**config.mk**
```make
export PLATFORM = sky130hd
export DESIGN_NAME = chain_rx_monitor
export DESIGN_NICKNAME = d
export VERILOG_FILES = /design/src/rtl/chain_mon_pkg.sv /design/src/rtl/chain_sync.sv /design/src/rtl/chain_rx_monitor.sv
export SDC_FILE = /design/constraint.sdc
export NUM_CORES = 1
export LEC_CHECK = 0
export CAP_MARGIN = 15
export CORE_MARGIN = 2
export CORE_UTILIZATION = 51
export DETAILED_ROUTE_END_ITERATION = 16
export GPL_ROUTABILITY_DRIVEN = 1
export PLACE_DENSITY = 0.77
export SETUP_SLACK_MARGIN = 0.15
export SYNTH_ARGS = -nofsm -noshare
export SYNTH_HDL_FRONTEND = slang
export SYNTH_SLANG_ARGS = --single-unit
```
**constraint.sdc**
```tcl
create_clock -name tau2015_clk -period 2 [get_ports tau2015_clk]
set_clock_uncertainty 0.15 [all_clocks]
set_input_delay 0.3 -clock tau2015_clk [delete_from_list [all_inputs] [get_ports tau2015_clk]]
set_output_delay 0.3 -clock tau2015_clk [all_outputs]
set_load 0.05 [all_outputs]
```
**src/rtl/chain_mon_pkg.sv**
```systemverilog
// ---------------------------------------------------------------------------
// chain_mon_pkg
// Shared types and default parameter values for the delay-chain receive
// monitor (chain_rx_monitor) and its capture shift register (chain_sync).
//
// Contents
//   state_t             monitor FSM state encoding
//   DEF_SYNC_STAGES     default capture depth on chain_in
//   DEF_LAT_W           default latency counter / output width
//   DEF_MAX_LAT         default WAIT cycles with no edge before TIMEOUT
//   DEF_ERR_W           default missed-toggle counter width
//   DEF_ERR_LIMIT       default missed toggles in TRACK that force FAIL
// ---------------------------------------------------------------------------
package chain_mon_pkg;

  typedef enum logic [2:0] {
    IDLE    = 3'd0,
    WAIT    = 3'd1,
    TRACK   = 3'd2,
    TIMEOUT = 3'd3,
    FAIL    = 3'd4
  } state_t;

  localparam int DEF_SYNC_STAGES = 2;
  localparam int DEF_LAT_W       = 4;
  localparam int DEF_MAX_LAT     = 15;
  localparam int DEF_ERR_W       = 8;
  localparam int DEF_ERR_LIMIT   = 4;

endpackage

```
**src/rtl/chain_sync.sv**
```systemverilog
// ---------------------------------------------------------------------------
// chain_sync
// STAGES-deep capture shift register that retimes the far end of the delay
// chain into the monitor clock domain. Every stage clears on reset.
//
// Ports
//   clk  in   1  rising-edge clock
//   rst  in   1  synchronous, active-high reset
//   d    in   1  raw chain output
//   q    out  1  last capture stage
// ---------------------------------------------------------------------------
module chain_sync #(
  parameter int STAGES = 2
) (
  input  logic clk,
  input  logic rst,
  input  logic d,
  output logic q
);

  logic [STAGES-1:0] r_sh;

  // A per-bit loop keeps STAGES == 1 legal (no empty slice).
  always_ff @(posedge clk) begin
    if (rst) begin
      r_sh <= '0;
    end else begin
      r_sh[0] <= d;
      for (int i = 1; i < STAGES; i++) begin
        r_sh[i] <= r_sh[i-1];
      end
    end
  end

  assign q = r_sh[STAGES-1];

endmodule

```
**src/rtl/chain_rx_monitor.sv**
```systemverilog
// ---------------------------------------------------------------------------
// chain_rx_monitor
// Receive end of a toggle-launch delay-chain timing path. The launch side
// toggles a flop every cycle while armed; this block retimes the chain
// output, measures how many cycles pass between sampling arm and seeing the
// first edge, then checks that the captured signal keeps toggling every
// cycle. It flags a timeout (no edge in time) or too many missed toggles.
//
// Ports
//   tau2015_clk  in   1      single clock, rising edge
//   tau2015_rst  in   1      synchronous, active-high reset
//   arm          in   1      1 = measure / keep tracking, 0 = back to IDLE
//   chain_in     in   1      far end of the delay chain
//   rx_q         out  1      retimed chain_in (last capture stage)
//   locked       out  1      high while in TRACK
//   fail         out  1      high while in TIMEOUT or FAIL
//   latency      out  LAT_W  cycles from arm sample to first edge at rx_q
//   err_cnt      out  ERR_W  missed toggles since entering TRACK
//   o_dbg_state  out  3      current FSM state, for observation only
//
// Every output is a register or the captured chain value; chain_in reaches
// no output except through the capture flops.
// ---------------------------------------------------------------------------
module chain_rx_monitor
  import chain_mon_pkg::*;
#(
  parameter int SYNC_STAGES = DEF_SYNC_STAGES,
  parameter int LAT_W       = DEF_LAT_W,
  parameter int MAX_LAT     = DEF_MAX_LAT,
  parameter int ERR_W       = DEF_ERR_W,
  parameter int ERR_LIMIT   = DEF_ERR_LIMIT
) (
  input  logic             tau2015_clk,
  input  logic             tau2015_rst,
  input  logic             arm,
  input  logic             chain_in,
  output logic             rx_q,
  output logic             locked,
  output logic             fail,
  output logic [LAT_W-1:0] latency,
  output logic [ERR_W-1:0] err_cnt,
  output state_t           o_dbg_state
);

  localparam logic [LAT_W-1:0] LAT_LIMIT = LAT_W'(MAX_LAT);
  localparam logic [LAT_W-1:0] LAT_SAT   = {LAT_W{1'b1}};
  // Miss that takes err_cnt to ERR_LIMIT is the one seen with this value.
  localparam logic [ERR_W-1:0] ERR_LAST  = ERR_W'(ERR_LIMIT - 1);
  localparam logic [ERR_W-1:0] ERR_SAT   = {ERR_W{1'b1}};

  logic             w_rx_q;
  logic             w_edge;
  logic             r_prev_q;
  state_t           r_state;
  logic [LAT_W-1:0] r_lat_cnt;
  logic [LAT_W-1:0] r_latency;
  logic [ERR_W-1:0] r_err_cnt;
  logic             r_locked;
  logic             r_fail;

  chain_sync #(
    .STAGES (SYNC_STAGES)
  ) u_sync (
    .clk (tau2015_clk),
    .rst (tau2015_rst),
    .d   (chain_in),
    .q   (w_rx_q)
  );

  // Any change of the captured value between consecutive cycles.
  assign w_edge = w_rx_q ^ r_prev_q;

  // Single registered FSM. locked/fail are updated together with the state
  // so they are always exact decodes of r_state, just held in flops.
  always_ff @(posedge tau2015_clk) begin
    if (tau2015_rst) begin
      r_prev_q  <= 1'b0;
      r_state   <= IDLE;
      r_lat_cnt <= '0;
      r_latency <= '0;
      r_err_cnt <= '0;
      r_locked  <= 1'b0;
      r_fail    <= 1'b0;
    end else begin
      r_prev_q <= w_rx_q;

      if (!arm) begin
        // Disarm beats any same-cycle miss, edge or timeout: counters and
        // latency are left exactly as they were.
        r_state  <= IDLE;
        r_locked <= 1'b0;
        r_fail   <= 1'b0;
      end else begin
        case (r_state)
          IDLE: begin
            r_state   <= WAIT;
            r_lat_cnt <= '0;
            r_err_cnt <= '0;
          end

          WAIT: begin
            if (w_edge) begin
              // An edge on the timeout cycle still counts as a lock.
              // lat_cnt+1 is clipped so a full-range counter cannot wrap.
              if (r_lat_cnt == LAT_SAT) begin
                r_latency <= LAT_SAT;
              end else begin
                r_latency <= r_lat_cnt + 1'b1;
              end
              r_state  <= TRACK;
              r_locked <= 1'b1;
            end else if (r_lat_cnt == LAT_LIMIT) begin
              // Checked before incrementing, so lat_cnt never wraps.
              r_latency <= LAT_LIMIT;
              r_state   <= TIMEOUT;
              r_fail    <= 1'b1;
            end else begin
              r_lat_cnt <= r_lat_cnt + 1'b1;
            end
          end

          TRACK: begin
            if (!w_edge) begin
              if (r_err_cnt != ERR_SAT) begin
                r_err_cnt <= r_err_cnt + 1'b1;
              end
              if (r_err_cnt == ERR_LAST) begin
                r_state  <= FAIL;
                r_locked <= 1'b0;
                r_fail   <= 1'b1;
              end
            end
          end

          TIMEOUT, FAIL: begin
            // Sticky until disarm or reset.
            r_state <= r_state;
          end

          default: begin
            r_state  <= IDLE;
            r_locked <= 1'b0;
            r_fail   <= 1'b0;
          end
        endcase
      end
    end
  end

  assign rx_q        = w_rx_q;
  assign locked      = r_locked;
  assign fail        = r_fail;
  assign latency     = r_latency;
  assign err_cnt     = r_err_cnt;
  assign o_dbg_state = r_state;

endmodule

```
==> metrics.txt <==
last element of the critical path err_cnt[3]; Hold Fails Final Rpt 0; Detail Route Antenna Nets 0; slowest stage cell, crit path clkdlybuf4s50_1; TritonCTS clock tree built; startpoint of the worst setup timing path arm; number of clock buffers inserted by TritonCTS 3; top fanout value on the critical path 8; Placed Area 0.00158 mm^2; antenna violations before repair 0; Clock Sink Count 24; period utilisation layout 90.2%; async set or reset register ratio after synthesis 0%; per-instance average area after synthesis just under 9 um^2; first-pass detailed-route iteration total 4; number of global-route vias before repair between 1k and 1.5k; die footprint about 0.0029 mm^2; number of max-slew violations in the final report 0; worst relative slew slack around two thirds; DIE WIDTH between 50 and 60 um; internal power component about 0.64 mW; number of cell instances on the worst register-to-register path 5; number of enable-type register cells in the synthesized netlist 0; overall power of the completed layout around 0.85 mW; first-pass GRT wire length 4.95 mm; total core area around 0.0024 mm^2; final design area excluding fillers approximately 0.0017 mm^2; register bit total from synthesis 24; Sum Neg Setup Slack 0 ns; post-DR vias/cell around 5.9; number of stages on the worst setup path 6; number of buffer cells added on primary ports 21; Arr. time, crit path approximately 1.9 ns; post-detailed-routing wire length approximately 3 mm; worst min path class reg -> reg; gp weighted congestion 0.828; CTS Buffer Depth 2; number of filler instances in the final layout 195; vias roughly 1.2k; total met2 wirelength after detailed routing ~1.5 mm; static leakage between 0.6 and 0.7 nW; crit-path max cell delay approximately 0.47 ns; proportion of power drawn by combinational gates approximately an eighth; sequential share of power ~58%; pwr dens just over 500 mW/mm^2; post-synthesis cell area 0.00126 mm^2; critical path required time 2.06 ns; Crit path max-delay family buffers and inverters; net switching component of the power about 0.21 mW; post-synthesis instance total 146; number of nets at the end of the flow around 190; number of placed I/O pins 22; Remaining DRCs 0; Root Driver clkbuf_4; shortest period the worst path allows between 1.5 and 2 ns; htree depth 1; Layout Cells excl Fill 210; Detail Route met3 WL 181 um; clock insertion delay at the later pin of the skew report a little over 0.3 ns; Std-Cell Rows 18; total grt overflow 0; number of antenna repair diodes 0; top layer in use met4; kind of end point of the critical path flip-flop; hold-fix buffers at CTS 0; flip-flop and latch area 492 um^2; clock-pin slew of the registers on the worst-case setup and hold paths 0.13 ns; area used by multi-input combinational logic 795 um^2; half-perimeter wire length after detailed placement ~2.2 mm; destination of the worst register-to-register timing path o_dbg_state[2]; switching part of the total power approximately a quarter; All-Layer GR Usage ~23%; most instantiated flip-flop cell in the synthesis netlist dfxtp_1; Synth Warn # 0; type of origin of the critical path input pin; run status complete, no violations; setup repair after global routing missed its margin yes; Synth top area share between 30% and 40%; layout cell share with drive strength beyond 1 a little under a quarter; Reg2Reg Launch Point err_cnt[0]; wire per inst between 10 and 15 um; violation count after the first detailed-routing iteration 32; worst setup path class in -> reg; number of placed instances with taps included 204; Area contributors post-synth dfxtp_1 38%, a21oi_1 4.4%, a211oi_1 3.6%; Metal-1 WL between 1 and 1.5 mm; pin count of the biggest net entering global routing 16; Die H about 54 um; sequential share of the synthesized area about two fifths; power share of the clock group a little under a third; library cell occupying the most area in the post-synthesis netlist dfxtp_1; internal reg-to-reg setup slack between 0.2 and 0.25 ns; Least-Margin Pin Slew between 0.4 and 0.5 ns; maximum vdd drop 0.473 mV; Initial Util ~52%; area growth from synthesis to final layout 30.9%; Setup Viol. Count Final 0; number of different library cells in the post-synthesis netlist 39; worst path cell trace clkdlybuf4s50_1 > or3b_4 > a21o_4 > buf_4 > a211oi_1 > o21ai_1; Hold WS around 0.32 ns; count of buffer and inverter cells on the critical path 2; max capacitance violation total 0; Post-Synthesis Net Count roughly 150; achievable clock frequency ~550 MHz
## worst reg2reg max path, cell delays in order (launching register included)
cell	delay [ns]
dfxtp_4	0.38
ha_2	0.22
nor4b_4	0.24
nand3_2	0.12
or3b_1	0.38
a211oi_2	0.22
## flip-flops by register name, summed over array words and instances, names as in the netlist
name and flops:
fail 1, r_prev_q 1, u_sync.r_sh 2, latency 4
r_lat_cnt 4, locked 1, o_dbg_state 3, err_cnt 8
## layout make-up
type	count	area share, %
multi-input combinational	114	48.0
sequential	24	29.7
timing repair buffer	35	17.1
tap	30	2.27
clock buffer	4	2.19
inverter	3	0.681
## metal layers
layer | vias to the layer above | track usage, %
met5 | - | 0
met3 | 6 | 3.33
met1 | 585 | 29.1
met4 | 0 | 10.3
met2 | 43 | 39.2
li1 | 615 | -
## Yosys cell counts, drive strengths merged, types with 4 or more instances
cell and count:
o21ai 7, nor2b 4, nand2 9, dfxtp 24
o22ai 7, nand2b 7, nand3 8, a211oi 6
nor3 6, nand3b 5, a21oi 11, or3b 5
nor2 10
## through the flow
step | utilization [%] | worst slack [ns]
after floorplan | - | 0.151
after global placement | 65.4 | -0.0806
after detailed placement | 65.4 | -0.120
after CTS | 67.1 | 0.158
after global routing | 68.6 | 0.113
final | 68.6 | 0.195
## kinds of logic (layout without fill, tap and decap cells)
logic type	Yosys count	count (layout)	share of synthesized area [%]
xor+xnor	4	4	2.77
fa+ha+maj	2	2	1.98
buf+inv	8	42	2.47
compound gates	40	40	21.9
simple gates	68	68	32.9
flops	24	24	38.0
## power groups by stage
stage | clock network [mW] | logic, mW | registers [mW]
6_report | 0.254 | 0.103 | 0.488
5_1_grt | 0.283 | 0.111 | 0.489
4_1_cts | 0.269 | 0.102 | 0.487
3_5_place_dp | 0 | 0.103 | 0.498
3_3_place_gp | 0 | 0.100 | 0.498
2_1_floorplan | 0 | 0.0472 | 0.512
## worst min path at each step
stage / slack, ns / endpoint / cells past startpoint / startpoint
finish: 0.32 / u_sync.r_sh[1] / 1 / u_sync.r_sh[0]
global placement: 0.29 / u_sync.r_sh[1] / 1 / u_sync.r_sh[0]
floorplan: 0.26 / u_sync.r_sh[1] / 1 / u_sync.r_sh[0]
detailed placement: 0.28 / u_sync.r_sh[1] / 1 / u_sync.r_sh[0]
CTS: 0.31 / u_sync.r_sh[1] / 1 / u_sync.r_sh[0]
global route: 0.32 / u_sync.r_sh[1] / 1 / u_sync.r_sh[0]
## layout by cell type, fill, tap and decap left out, types with 3 or more instances in the layout
cell	Yosys	final
nand3b_1	5	5
o31ai_1	3	3
dlygate4sd2_1	0	8
nand2_1	9	9
nor2_1	10	10
o21ai_1	5	5
clkdlybuf4s50_1	0	3
buf_4	0	23
dfxtp_1	24	19
a211oi_1	6	5
nand2b_1	7	7
nor3_1	6	5
nor2b_1	4	4
a21oi_1	11	11
inv_1	3	3
clkbuf_4	0	3
or3b_1	4	4
dfxtp_2	0	3
nand3_1	8	7
o22ai_1	7	7
## repair_timing
action | in CTS | in global routing
gates resized for setup | 12 | 5
buffers inserted | 0 | 2
setup endpoints to repair | 10 | 8
pin swaps | 0 | 2
Power figures use the tool's default switching activity.
